`config.mk`:
```
export PLATFORM = sky130hd
export DESIGN_NAME = seven_seg_scan
export DESIGN_NICKNAME = d
export VERILOG_FILES = /design/src/rtl/seven_seg_scan.sv
export SDC_FILE = /design/constraint.sdc
export NUM_CORES = 1
export LEC_CHECK = 0
export BUFFER_PORTS_ARGS = -buffer_cell sky130_fd_sc_hd__buf_2
export CAP_MARGIN = 20
export CORE_MARGIN = 10
export CORE_UTILIZATION = 57
export CTS_BUF_LIST = sky130_fd_sc_hd__clkbuf_16
export DETAILED_ROUTE_END_ITERATION = 16
export PLACE_DENSITY = 0.88
export SYNTH_ARGS = -nofsm -noshare
export SYNTH_HDL_FRONTEND = slang
export SYNTH_SLANG_ARGS = --single-unit
export TNS_END_PERCENT = 20
```
`constraint.sdc`:
```
create_clock -name clk -period 2.7 [get_ports clk]
set_input_delay 0.135 -clock clk [delete_from_list [all_inputs] [get_ports clk]]
set_output_delay 0.135 -clock clk [all_outputs]
set_load 0.005 [all_outputs]
```
`src/rtl/seven_seg_scan.sv`:
```
// Four-digit multiplexed display scanner with a double-buffered value.
// New values wait in a pending buffer and are committed only at frame end.
//
// Ports:
//   clk       rising-edge clock
//   rst_n     synchronous active-low reset
//   din       four nibbles, din[3:0] is digit 0 (rightmost)
//   blank     per-digit dark mask, captured together with din
//   load      one-cycle strobe that captures din/blank into the pending buffer
//   digit     nibble of the digit currently lit
//   an        active-low anode enables, at most one bit low
//   load_ack  one-cycle pulse after a pending value is committed
module seven_seg_scan #(
  parameter int unsigned REFRESH_DIV = 100000
) (
  input  logic        clk,
  input  logic        rst_n,
  input  logic [15:0] din,
  input  logic [3:0]  blank,
  input  logic        load,
  output logic [3:0]  digit,
  output logic [3:0]  an,
  output logic        load_ack
);

  localparam int unsigned CW = $clog2(REFRESH_DIV);
  localparam logic [CW-1:0] LAST = CW'(REFRESH_DIV - 1);
  localparam logic [CW-1:0] ONE  = CW'(1);

  typedef enum logic [1:0] {D0, D1, D2, D3} state_e;

  state_e        state_q, state_d;
  logic [CW-1:0] cnt_q, cnt_d;
  logic [15:0]   act_val_q, act_val_d;
  logic [3:0]    act_blank_q, act_blank_d;
  logic [15:0]   pend_val_q, pend_val_d;
  logic [3:0]    pend_blank_q, pend_blank_d;
  logic          pend_q, pend_d;
  logic          ack_q, ack_d;
  logic [3:0]    digit_q, digit_d;
  logic [3:0]    an_q, an_d;
  logic          tick;
  logic          commit;

  assign tick   = (cnt_q == LAST);
  assign commit = tick && (state_q == D3) && pend_q;

  always_comb begin
    cnt_d        = tick ? '0 : cnt_q + ONE;
    state_d      = state_q;
    act_val_d    = act_val_q;
    act_blank_d  = act_blank_q;
    pend_val_d   = pend_val_q;
    pend_blank_d = pend_blank_q;
    pend_d       = pend_q & ~commit;
    ack_d        = commit;

    if (tick) begin
      unique case (state_q)
        D0: state_d = D1;
        D1: state_d = D2;
        D2: state_d = D3;
        D3: state_d = D0;
      endcase
    end

    if (commit) begin
      act_val_d   = pend_val_q;
      act_blank_d = pend_blank_q;
    end

    // A load on the commit cycle refills the buffer just emptied.
    if (load) begin
      pend_val_d   = din;
      pend_blank_d = blank;
      pend_d       = 1'b1;
    end

    // Outputs are registered from next-state so they line up with state_q.
    digit_d = 4'h0;
    an_d    = 4'b1111;
    unique case (state_d)
      D0: begin
        digit_d = act_val_d[3:0];
        an_d    = act_blank_d[0] ? 4'b1111 : 4'b1110;
      end
      D1: begin
        digit_d = act_val_d[7:4];
        an_d    = act_blank_d[1] ? 4'b1111 : 4'b1101;
      end
      D2: begin
        digit_d = act_val_d[11:8];
        an_d    = act_blank_d[2] ? 4'b1111 : 4'b1011;
      end
      D3: begin
        digit_d = act_val_d[15:12];
        an_d    = act_blank_d[3] ? 4'b1111 : 4'b0111;
      end
    endcase
  end

  always_ff @(posedge clk) begin
    if (!rst_n) begin
      state_q      <= D0;
      cnt_q        <= '0;
      act_val_q    <= 16'h0000;
      act_blank_q  <= 4'b1111;
      pend_val_q   <= 16'h0000;
      pend_blank_q <= 4'b0000;
      pend_q       <= 1'b0;
      ack_q        <= 1'b0;
      digit_q      <= 4'h0;
      an_q         <= 4'b1111;
    end else begin
      state_q      <= state_d;
      cnt_q        <= cnt_d;
      act_val_q    <= act_val_d;
      act_blank_q  <= act_blank_d;
      pend_val_q   <= pend_val_d;
      pend_blank_q <= pend_blank_d;
      pend_q       <= pend_d;
      ack_q        <= ack_d;
      digit_q      <= digit_d;
      an_q         <= an_d;
    end
  end

  assign digit    = digit_q;
  assign an       = an_q;
  assign load_ack = ack_q;

endmodule
```
==> results of run 1 <==
## final timing paths
check        depth (start not counted)  slack [ns]    startpoint             end
max reg2reg                          7        0.28    state_q[1]        digit[0]
min                                  3        0.03       din[10]  pend_val_q[10]
min reg2reg                          2        0.47  act_val_q[7]    act_val_q[7]
max                                  7        0.28    state_q[1]        digit[0]
## registers in the layout (all words and copies together), names as in the netlist
name,cells
cnt_q,17
act_val_q,16
pend_val_q,16
act_blank_q,4
an,4
digit,4
pend_blank_q,4
state_q,2
load_ack,1
pend_q,1
## final cells by class
type                    count  share of cell area [%]
inverters                   5                   0.523
multi-input cells         249                    45.3
clock buffers               9                    6.28
clock inverters             7                    1.85
repair buffers             35                    5.16
well taps                  70                    2.44
flip-flops and latches     69                    38.5
## metal layers
metal  wire [µm]  part of all wire, %  up-vias
met5           0                    0        -
li1            -                    -     1249
met1        3010                   42     1176
met4         223                  3.1        0
met3         619                  8.7       26
met2        3300                   46      101
## placed cells by master, fill, tap and decap left out, types with 3 or more instances in the layout
master / netlist / final
mux4_2: 3 / 3
xor2_1: 8 / 8
mux2i_1: 29 / 29
clkbuf_16: 0 / 9
and2_1: 3 / 3
a21oi_1: 25 / 25
xnor2_1: 7 / 7
or3_1: 3 / 3
nor3_1: 7 / 7
buf_2: 3 / 31
nor2b_1: 3 / 3
nand4_1: 10 / 10
dfxtp_1: 69 / 69
nor4_1: 3 / 3
clkinv_2: 0 / 4
inv_1: 4 / 4
nand2_1: 46 / 46
buf_4: 1 / 4
nor2_1: 49 / 49
nand3_1: 9 / 9
and3_1: 4 / 4
nor4_2: 4 / 4
ha_1: 4 / 4
o21ai_0: 4 / 4
## where the power goes
part	switching (mW)	internal (mW)	total (mW)
combinational	0.0454	0.0397	0.0851
clock	0.436	0.708	1.14
sequential	0.0211	1.04	1.06
total	0.503	1.79	2.29
## synthesized netlist by cell type, types with 2 or more instances
library cell,count,area (µm²)
o21ai_0,4,20.0
nor3_1,7,35.0
a21oi_1,25,125
a211oi_1,2,15.0
a31o_2,2,17.5
o22ai_1,2,12.5
nor2_1,49,184
nand3_1,9,45.0
or3_1,3,18.8
nand4_1,10,62.6
nor4_2,4,50.1
mux4_2,3,67.6
nand2_1,46,173
ha_1,4,50.1
buf_2,3,15.0
mux2i_1,29,290
buf_1,4,15.0
nand4b_1,2,17.5
inv_1,4,15.0
nor2b_1,3,18.8
and2_1,3,18.8
xor2_1,8,70.1
nor4_1,3,18.8
a211o_1,2,17.5
clkbuf_1,8,30.0
a31oi_1,2,12.5
buf_6,2,22.5
xnor2_1,7,61.3
and3_1,4,25.0
dfxtp_1,69,1380
## through the flow
step | std cells | hold WS, ns
6_report | 444 | 0.0326
4_1_cts | 444 | 0.0343
3_5_place_dp | 428 | 0.376
2_1_floorplan | 341 | 0.282
5_1_grt | 444 | 0.0453
3_3_place_gp | 428 | 0.367
## critical path: cells and delay by family (launching register included)
kind | cells | cell delay [ns]
and+or+nand+nor | 4 | 0.89
DFF | 1 | 0.58
adders and majority gates | 1 | 0.57
buffers and inverters | 1 | 0.15
AOI/OAI and AO/OA | 1 | 0.14
## cell families after synthesis
family                     after synthesis  synth area share [%]
adders and majority gates                4                  1.61
AOI/OAI and AO/OA                       44                  8.96
and+or+nand+nor                        154                  25.9
xor gates and xnor gates                15                  4.22
muxes                                   32                  11.5
DFF                                     69                  44.4
buffers and inverters                   23                  3.49
==> run metrics, run 1 <==
Post-Synthesis Cell Area about 0.0031 mm²; largest net degree at the start of global routing 46; Hold Vio Cnt, Final 0; Avg WL per Cell around 16 µm; DRC Markers 0; vias in the first global route approximately 2600; met2 usage 27.1%; initial core utilization 59.8%; die height 93.9 µm; DR pass1 iterations 5; prevailing post-synth register cell dfxtp_1; Post-Syn Nets between 300 and 400; EDFF count, synth 0; Core Area 0.00520 mm²; area occupied by multi-input gates 0.00162 mm²; max incr delay on CP 0.58 ns; first-pass GRT wire length 12300 µm; syn avg cell area between 9 and 10 µm²; Post-DP Area 0.00330 mm²; GR met3 Demand/Resource 5.44%; die width 93.9 µm; share of cells above drive strength 1 19.0%; HP Class input pin to flop; initial antenna violation count 0; number of nets still failing antenna checks after routing 0; Tcrit/Tclk final approximately 90%; vias per std cell 5.75; CTS tree built; Synth Register Bits 69; Max Root-Sink Buffers 2; RSZ-0062 raised after global routing no; drt initial violations 225; Util after Layout between 60% and 70%; Final WS setup ~0.28 ns; CTS clk-pin slew, worst paths around 0.06 ns; Most Used Layer, Global Route met2; crit start category flop; Critical Path RT 2.94 ns; via count 2552; Worst setup EP type flop; hpwl dp slightly above 5000 µm; Worst-Skew Late Latency 0.33 ns; Setup TNS Final 0 ns; pre-CTS WS approximately 0.3 ns; Worst slew margin 47.9%; post-CTS sizing 0; Clock Skew 0.00384 ns; Max Clock Freq just over 0.4 GHz; Period minus WS final 2.42 ns; Layout Nets 396; fillers between 300 and 400; diode count 0; row count 26; Distinct cells, synth 48; met1 Use GR 20.4%; Max Slew Vio Count 0; clock sinks 69; total global routing overflow 0; CP Class flop to flop; transition time of the tightest slew-check pin 0.780 ns; Ports 32; crit path DAT 2.67 ns; synth warn 0; root cell of the clock tree clkbuf_16; CTS Hold Bufs 0; critical path's slowest cell dfxtp_1; LEAKAGE 1.44 nW; register area 0.00138 mm²; Finish-stage setup viols 0; CTS Buf Count 9; Setup Fix Bufs, Post-CTS 0; Area Overhead vs Synth 15.2%; Max-cap violations 0; Max VDD drop a little under 600 µV; Clock H-tree levels 3; Overall Power 2.29 mW; post-route design area ~0.0036 mm²; CP Cell Sequence inv_1 > ha_1 > or3_1 > nor3_1 > a31oi_1 > or3b_1 > nor4_2; synthesized instance count 341; run status finished clean; gpl congestion 0.880; pwr/cell area 639 mW/mm²; Routed Wire Length 7160 µm; total track usage 17.4%; Seq/Total Area, Yosys 44.4%; Crit Path Max Fanout 12; share of flip-flops with an asynchronous set or reset 0%; buffers added on ports 31; die area approximately 0.009 mm²
Note: power is estimated with default switching activity, not from simulation.
==> run 2, diff against run 1 <==
- CELL_PAD_IN_SITES_DETAIL_PLACEMENT: not set -> 0
- CELL_PAD_IN_SITES_GLOBAL_PLACEMENT: not set -> 1
- CORE_UTILIZATION: 57 -> 45
- PLACE_DENSITY: 0.88 -> 0.89
==> run 2 against run 1 <==
  * Clock power fell by 13%
  * First-iteration DRC count fell by 54%
  * Flip-flop and latch count did not move
  * Setup slack got worse by 0.015 ns
  * Die area rose by 21%
  * Power fell by 6.8%
  * Highest routed layer unchanged
  * Global-route usage fell by 3.5 points
  * Largest cell class unchanged
  * Final cell count rose by 2.5%
  * Worst hold slack improved by 0.0091 ns
==> run metrics, run 2 (synthesized netlist as in run 1, its figures left out) <==
Core Area 0.00676 mm² (+30%); Area Overhead vs Synth 14.7%; Avg WL per Cell 15.2 µm (-5.4%); min-delay src din[11]; vias per std cell 5.44 (-5.3%); HP Class input pin to flop; root cell of the clock tree clkbuf_16; Worst Hold Path Cells 3 (unchanged); Critical Path RT 2.94 ns (about the same); die height 103 µm (+9.9%); vias in the first global route 2408 (-7.7%); commonest non-fill, non-tap cells in the layout dfxtp_1, nor2_1, nand2_1, buf_2, mux2i_1; gpl congestion 0.936 (+6.4%); buffers added on ports 31 (unchanged); Largest register FFs 17 (unchanged); Worst slew margin 48.1% (+0.19 points); initial core utilization 46.1% (-14 points); via count 2476 (-3.0%); DRC Markers 0 (unchanged); initial antenna violation count 0 (unchanged); Setup TNS Final 0 ns (unchanged); Tcrit/Tclk final 90.3% (+0.57 points); hpwl dp 4990 µm (-0.84%); CTS Hold Bufs 0 (unchanged); Biggest register cnt_q; total global routing overflow 0 (unchanged); Finish-stage setup viols 0 (unchanged); Final WS setup 0.263 ns (-0.0154 ns); LEAKAGE 1.44 nW (about the same); Ports 32 (unchanged); row count 30 (+15%); worst hold endpoint pend_val_q[11]; Period minus WS final 2.44 ns (+0.0154 ns); Worst-Skew Late Latency 0.32 ns (about the same); Routed Wire Length 6940 µm (-3.1%); Max VDD drop 317 µV (-46%); Layout Nets 397 (+0.25%); clock sinks 69 (unchanged); Crit Path Max Fanout 12 (unchanged); CTS tree built; post-route insts no fill 455 (+2.5%); register area 0.00138 mm² (unchanged); pwr/cell area 598 mW/mm² (-6.4%); die area 0.0106 mm² (+21%); RSZ-0062 raised after global routing no; Max-cap violations 0 (unchanged); Hold Vio Cnt, Final 0 (unchanged); Max Slew Vio Count 0 (unchanged); number of nets still failing antenna checks after routing 0 (unchanged); share of cells above drive strength 1 17.9% (-1.1 points); diode count 0 (unchanged); crit path DAT 2.67 ns (about the same); r2r endpoint digit[0]; crit start category flop; run status finished clean; drt initial violations 103 (-54%); Max Clock Freq 0.410 GHz (-0.63%); R2R Path Start state_q[1]; first-pass GRT wire length 11600 µm (-5.2%); pre-CTS WS 0.224 ns (-0.0672 ns); dpl cells 439 (+2.6%); Worst setup EP type flop; total track usage 13.9% (-3.5 points); largest net degree at the start of global routing 46 (unchanged); commonest non-fill, non-tap cell in the layout dfxtp_1; reg-to-reg slack, setup 0.26 ns (-0.02 ns); largest registers cnt_q x17, act_val_q x16, pend_val_q x16; fillers 648 (+65%); CTS clk-pin slew, worst paths 0.05 ns (about the same); CTS Buf Count 9 (unchanged); R2R cell count 7 (unchanged); Clock H-tree levels 3 (unchanged); Clock Skew 0.00447 ns (+0.000634 ns); transition time of the tightest slew-check pin 0.778 ns (-0.00281 ns); die width 103 µm (+9.9%); DR pass1 iterations 4 (-1); CP Class flop to flop; area occupied by multi-input gates 0.00163 mm² (+0.15%); Util after Layout 52.9% (-16 points); Max Root-Sink Buffers 2 (unchanged)
## run 2: repair_timing
item,4_1_cts,5_1_grt
endpoints found under the setup margin,0,1
setup buffers,0,0
resized for setup,0,1
## run 2: cell type report
cell class	count	share of cell area, %
Multi-Input combinational cell	249	45.5
Sequential cell	69	38.7
Clock buffer	9	6.30
Timing Repair Buffer	36	5.39
Tap cell	80	2.80
Clock inverter	7	0.771
Inverter	5	0.525
## run 2: critical path: stages (launching register included)
cell and delay, ns:
dfxtp_1 0.60, inv_1 0.16, ha_2 0.51, or3_1 0.23, nor3_1 0.06, a31oi_1 0.17, or3b_1 0.38, nor4_2 0.22
## run 2: worst max-delay path by stage
stage | end | from
2_1_floorplan | digit[1] | state_q[1]
3_3_place_gp | digit[0] | state_q[1]
3_5_place_dp | digit[0] | state_q[1]
4_1_cts | digit[0] | state_q[1]
5_1_grt | digit[0] | state_q[1]
6_report | digit[0] | state_q[1]
## run 2: stage by stage
stage | hold slack, ns | power (mW) | cell area, µm²
2_1_floorplan | 0.282 | 1.14 | 3110
3_3_place_gp | 0.369 | 1.16 | 3320
3_5_place_dp | 0.376 | 1.17 | 3320
4_1_cts | 0.0382 | 2.16 | 3570
5_1_grt | 0.0647 | 2.22 | 3570
6_report | 0.0418 | 2.14 | 3570
## run 2: power breakdown
group	switching [mW]	internal [mW]
Combinational	0.0442	0.0394
Clock	0.393	0.598
Sequential	0.0187	1.04
Total	0.456	1.68
## run 2: per-layer routing
| metal | wire length (µm) | global-route usage (%) | vias to the layer above |
|---|---|---|---|
| met5 | 0 | 0 | - |
| met1 | 3040 | 16.7 | 1150 |
| met4 | 164 | 5.78 | 0 |
| li1 | - | - | 1245 |
| met3 | 355 | 4.25 | 12 |
| met2 | 3380 | 22.4 | 69 |
